## src/rtl/uart_rx_pkg.sv

```systemverilog
// Shared types and helpers for the UART receiver frame sequencer.
package uart_rx_pkg;

  typedef enum logic [1:0] {
    IDLE = 2'd0,
    RUN  = 2'd1,
    DONE = 2'd2
  } state_e;

  localparam logic [1:0] FLD_START  = 2'd0;
  localparam logic [1:0] FLD_DATA   = 2'd1;
  localparam logic [1:0] FLD_PARITY = 2'd2;
  localparam logic [1:0] FLD_STOP   = 2'd3;

  function automatic int frame_bits(input int data_bits, input int parity_en, input int stop_bits);
    return 1 + data_bits + parity_en + stop_bits;
  endfunction

  // Index 0 is the start bit; anything past data/parity is a stop bit.
  function automatic logic [1:0] field_of(input int idx, input int data_bits, input int parity_en);
    if (idx == 0) return FLD_START;
    if (idx <= data_bits) return FLD_DATA;
    if ((parity_en != 0) && (idx == data_bits + 1)) return FLD_PARITY;
    return FLD_STOP;
  endfunction

endpackage

```

## src/rtl/uart_rx_watchdog.sv

```systemverilog
// Stalled-frame watchdog: counts enabled cycles, cleared by each baud strobe,
// pulses expire on the TIMEOUT_CYCLES-th consecutive cycle without one.
module uart_rx_watchdog #(
  parameter int  TIMEOUT_CYCLES = 4096,
  localparam int WD_W           = $clog2(TIMEOUT_CYCLES + 1)
) (
  input  logic clk,
  input  logic rst_n,
  input  logic en,
  input  logic clr,
  output logic expire
);

  localparam logic [WD_W-1:0] LAST = WD_W'(TIMEOUT_CYCLES - 1);

  logic [WD_W-1:0] cnt_q, cnt_d;

  always_comb begin
    expire = en && !clr && (cnt_q == LAST);
    cnt_d  = cnt_q + 1'b1;
    if (!en || clr || expire) cnt_d = '0;
  end

  always_ff @(posedge clk or negedge rst_n) begin
    if (!rst_n) cnt_q <= '0;
    else        cnt_q <= cnt_d;
  end

endmodule

```

## src/rtl/uart_rx_frame_counter.sv

```systemverilog
// Bit/frame sequencer for the UART receiver: counts baud strobes across one frame.
// Build option: define UART_RX_FRAME_TIMEOUT_EN to include the stalled-frame watchdog.
module uart_rx_frame_counter
  import uart_rx_pkg::*;
#(
  parameter int  DATA_BITS      = 8,
  parameter int  PARITY_EN      = 1,
  parameter int  STOP_BITS      = 1,
  parameter int  FCNT_W         = 16,
  parameter int  TIMEOUT_CYCLES = 4096,
  localparam int FRAME_BITS     = frame_bits(DATA_BITS, PARITY_EN, STOP_BITS),
  localparam int CNT_W          = $clog2(FRAME_BITS + 1)
) (
  input  logic              clk,
  input  logic              rst_n,
  input  logic              start,
  input  logic              abort,
  input  logic              baud_pulse,
  output logic              busy,
  output logic              bit_strobe,
  output logic [CNT_W-1:0]  bit_idx,
  output logic [1:0]        bit_field,
  output logic              frame_done,
  output logic [FCNT_W-1:0] frame_cnt,
  output logic              timeout
);

  localparam logic [CNT_W-1:0] LAST_IDX = CNT_W'(FRAME_BITS - 1);

  state_e              state_q, state_d;
  logic [CNT_W-1:0]    count_q, count_d;
  logic                busy_q, busy_d;
  logic                bit_strobe_q, bit_strobe_d;
  logic [CNT_W-1:0]    bit_idx_q, bit_idx_d;
  logic [1:0]          bit_field_q, bit_field_d;
  logic                frame_done_q, frame_done_d;
  logic [FCNT_W-1:0]   frame_cnt_q, frame_cnt_d;
  logic                timeout_q, timeout_d;
  logic                wd_expire;

`ifdef UART_RX_FRAME_TIMEOUT_EN
  uart_rx_watchdog #(
    .TIMEOUT_CYCLES(TIMEOUT_CYCLES)
  ) u_watchdog (
    .clk    (clk),
    .rst_n  (rst_n),
    .en     (state_q == RUN),
    .clr    (baud_pulse),
    .expire (wd_expire)
  );
`else
  // Watchdog compiled out: never expires, TIMEOUT_CYCLES has no effect.
  assign wd_expire = 1'b0 & (TIMEOUT_CYCLES > 0);
`endif

  always_comb begin
    state_d      = state_q;
    count_d      = count_q;
    bit_strobe_d = 1'b0;
    bit_idx_d    = bit_idx_q;
    bit_field_d  = bit_field_q;
    frame_done_d = 1'b0;
    frame_cnt_d  = frame_cnt_q;
    timeout_d    = 1'b0;
    case (state_q)
      IDLE: begin
        if (start) begin
          state_d = RUN;
          count_d = '0;
        end
      end
      RUN: begin
        if (abort) begin
          state_d = IDLE;
          count_d = '0;
        end else if (wd_expire) begin
          state_d   = IDLE;
          count_d   = '0;
          timeout_d = 1'b1;
        end else if (baud_pulse) begin
          bit_strobe_d = 1'b1;
          bit_idx_d    = count_q;
          bit_field_d  = field_of(int'(count_q), DATA_BITS, PARITY_EN);
          if (count_q == LAST_IDX) begin
            // Last bit: strobe and frame_done land on the same DONE-entry edge.
            state_d      = DONE;
            count_d      = '0;
            frame_done_d = 1'b1;
            frame_cnt_d  = frame_cnt_q + 1'b1;
          end else begin
            count_d = count_q + 1'b1;
          end
        end
      end
      DONE: begin
        count_d = '0;
        state_d = start ? RUN : IDLE;
      end
      default: begin
        state_d = IDLE;
        count_d = '0;
      end
    endcase
    busy_d = (state_d == RUN);
  end

  always_ff @(posedge clk or negedge rst_n) begin
    if (!rst_n) begin
      state_q      <= IDLE;
      count_q      <= '0;
      busy_q       <= 1'b0;
      bit_strobe_q <= 1'b0;
      bit_idx_q    <= '0;
      bit_field_q  <= 2'd0;
      frame_done_q <= 1'b0;
      frame_cnt_q  <= '0;
      timeout_q    <= 1'b0;
    end else begin
      state_q      <= state_d;
      count_q      <= count_d;
      busy_q       <= busy_d;
      bit_strobe_q <= bit_strobe_d;
      bit_idx_q    <= bit_idx_d;
      bit_field_q  <= bit_field_d;
      frame_done_q <= frame_done_d;
      frame_cnt_q  <= frame_cnt_d;
      timeout_q    <= timeout_d;
    end
  end

  assign busy       = busy_q;
  assign bit_strobe = bit_strobe_q;
  assign bit_idx    = bit_idx_q;
  assign bit_field  = bit_field_q;
  assign frame_done = frame_done_q;
  assign frame_cnt  = frame_cnt_q;
  assign timeout    = timeout_q;

endmodule
```

## config.mk

```make
export PLATFORM = sky130hd
export DESIGN_NAME = uart_rx_frame_counter
export DESIGN_NICKNAME = d
export VERILOG_FILES = /design/src/rtl/uart_rx_pkg.sv /design/src/rtl/uart_rx_watchdog.sv /design/src/rtl/uart_rx_frame_counter.sv
export SDC_FILE = /design/constraint.sdc
export NUM_CORES = 1
export LEC_CHECK = 0
export CAP_MARGIN = 0
export CORE_UTILIZATION = 52
export CTS_BUF_LIST = sky130_fd_sc_hd__clkbuf_8
export CTS_CLUSTER_SIZE = 28
export DETAILED_ROUTE_END_ITERATION = 6
export PLACE_DENSITY_LB_ADDON = 0.3
export RECOVER_POWER = 50
export REMOVE_ABC_BUFFERS = 1
export SLEW_MARGIN = 20
export SYNTH_ARGS = -nofsm -noshare
export SYNTH_HDL_FRONTEND = slang
export SYNTH_SLANG_ARGS = --single-unit
export TNS_END_PERCENT = 30
```

## constraint.sdc

```tcl
create_clock -name clk -period 1.75 [get_ports clk]
set_input_delay 0.175 -clock clk [delete_from_list [all_inputs] [get_ports clk]]
set_output_delay 0.175 -clock clk [all_outputs]
set_load 0.01 [all_outputs]
```

==> out/results.txt <==
Worst VDD drop: 0.6994 mV
top_reg_cell synth: dfrtp_1
H-tree depth: 2
FF+latch count, synth: 31
Cells after DPL: 190
Starting DRT DRC Count: 13
drt pass-1 iters: 4
largest family of logic cells by synthesized area: simple AND/OR/NAND/NOR gates
Routed WL per cell: 14.89 um
row count: 18
PwrDens: 763.1 nW/um^2
max-slew violations: 0
worst-path maximum fanout: 6
number of nets with antenna violations after routing: 0
top-area cell type share of the netlist area: 53.49%
Setup crit end kind: register
Via density: 5.556
global-route wire length before repair: 4864 um
Synth Area in Compound Gates: 5.349%
Final setup violation count: 0
Final HPWL DP: 2147 um
Mapped Cells: 127
simple-gate share of the synthesized area: 24.16%
relative slew slack: 49.25%
Remaining Overflow, GRT: 0
hold buffer count at cts: 0
n_diodes: 0
I/O Pins: 31
largest net degree at the start of global routing: 32
Clock Tree Root: clkbuf_8
Crit Reg-Reg Startpoint: state_q[1]
layout cells sized above 1: 17.86%
Final Cell Area: 1889 um^2
hold path startpoint: bit_field[1]
setup bufs post-CTS: 0
worst-margin pin slew: 0.7613 ns
Hold Path Cell Cnt: 2
number of nets in the layout: 173
share of flip-flops with an asynchronous set or reset: 100.0%
Startpoint Class: register
RSZ-0062 raised after global routing: no
clk sinks: 31
Tmin final: 1.619 ns
Port Buffer Count: 29
die area: 3004 um^2
Max Buffers Root-to-Sink: 2
core area: 2545 um^2
Max Clock Freq: 617.8 MHz
TritonCTS buffer count: 5
syn_area_per_cell: 11.42 um^2
vias in the first global route: 1068
adder-cell share of the synthesized area: 0.8628%
Worst-Skew Late Latency: 0.29 ns
YS warnings: 0
post-synth top area cell: dfrtp_1
top cells by area, synth: dfrtp_1, xnor2_1, nand2_1, nand4_1, mux2_2
initial antenna violation count: 0
setup_tns: 0 ns
Finished Layout Cells: 198
required time of the critical path: 1.92 ns
worst path arrival time: 1.79 ns
# DRC: 0
R2R Path End: frame_cnt[15]
total wire length: 2948 um
R2R Setup Slk: 0.13 ns
Seq/Total Area, Yosys: 53.49%
Reg2Reg Depth: 4
Setup CP Type: reg -> reg
post-synthesis cell type count: 36
Reg clk slew, reported paths: 0.07 ns
Fin. Hold Viols: 0
Tcrit/Tclk final: 92.50%
post-synthesis mux area share: 3.106%
P_leak: 0.8615 nW
Synth Area in XOR/XNOR: 9.664%
Chip Height: 54.81 um
CTS resizes: 0
Syn Std Cell Area: 1450 um^2
Hold Path Class: reg -> reg
GRT Overall Usage: 24.04%
CTS tree: done
vias post-DR: 1100
Initial Util: 56.98%
hold endpoint: bit_field[1]
GP Congestion: 0.7613
Max-Cap Viols: 0
placed cell areas: 1812 um^2
Post-synth EDFFs: 0
Die X-Extent: 54.81 um
Syn-to-layout area delta: 30.28%
status: completed
clock skew: 0.005148 ns
-- routing by layer --
metal / part of all wire (%) / track usage (%)
met1: 43 / 27.70
met2: 49 / 39.16
met3: 6.5 / 8.889
met4: 1.6 / 11.11
met5: 0 / 0
-- worst max-delay path, cell delays in order, from the launching register on --
cell and delay, ns:
dfrtp_1 0.41, nand4bb_2 0.39, nor4_4 0.40, nand4_1 0.16, xnor2_1 0.15
-- Yosys cell counts (all sizes together) (3+ instances only) --
cell type  number
nand2b          3
nor2            4
nor3            5
dfrtp          31
nand3           3
xnor2          12
o21ai           6
nand2          17
nand4          10
buf             5
mux2            4
xor2            4
inv             3
-- sequential cells by signal (all words and copies together) (netlist names) --
signal / flops
bit_field: 2
bit_idx: 4
count_q: 4
frame_cnt: 16
state_q: 2
bit_strobe: 1
busy: 1
frame_done: 1
-- cell usage in the layout, fill, tap and decap left out, types with 5 or more instances in the layout --
master	Yosys	routed
o21ai_0	5	5
xnor2_1	12	12
nand2_1	17	17
buf_4	1	6
clkbuf_8	0	5
clkdlybuf4s50_1	0	23
dlygate4sd3_1	0	6
dfrtp_1	31	31
nand4_1	10	10
-- stage by stage --
stage | util (%) | hold WS, ns | setup slack (ns) | power, W
global placement | 71.19 | 0.4541 | 0.007330 | 0.0009102
CTS | 74.48 | 0.2877 | 0.1191 | 0.001457
finish | 74.24 | 0.4724 | 0.1313 | 0.001442
detailed placement | 71.19 | 0.4639 | -0.07729 | 0.0009193
floorplan | - | -0.1206 | 0.1487 | 0.0008330
global route | 74.24 | 0.5026 | 0.06223 | 0.001500
-- worst max-delay path by stage --
stage	start	slack [ns]	to
5_1_grt	count_q[0]	0.06	frame_cnt[15]
6_report	state_q[1]	0.13	frame_cnt[15]
3_5_place_dp	abort	-0.08	frame_cnt[15]
3_3_place_gp	abort	0.007	frame_cnt[15]
2_1_floorplan	state_q[1]	0.15	frame_cnt[1]
4_1_cts	state_q[1]	0.12	frame_cnt[15]
-- cell families after synthesis --
| family | count (synthesis) |
|---|---|
| buffers and inverters | 8 |
| AOI/OAI and AO/OA | 12 |
| xor gates and xnor gates | 16 |
| other | 1 |
| muxes | 4 |
| adders and majority gates | 1 |
| and+or+nand+nor | 54 |
| DFF | 31 |
-- area by class of cell --
type	instances	area [um^2]
multi-input cells	88	629.4
clock buffers	5	68.82
inverters	3	11.26
clock inverters	3	15.01
repair buffers	38	351.6
well taps	30	37.54
fillers	186	655.6
flip-flops and latches	31	775.7
-- power breakdown --
group	switching, W	internal (W)
Combinational	0.0000634	0.0000718
Clock	0.000270	0.000271
Sequential	0.0000257	0.000740
Power figures use the tool's default switching activity.
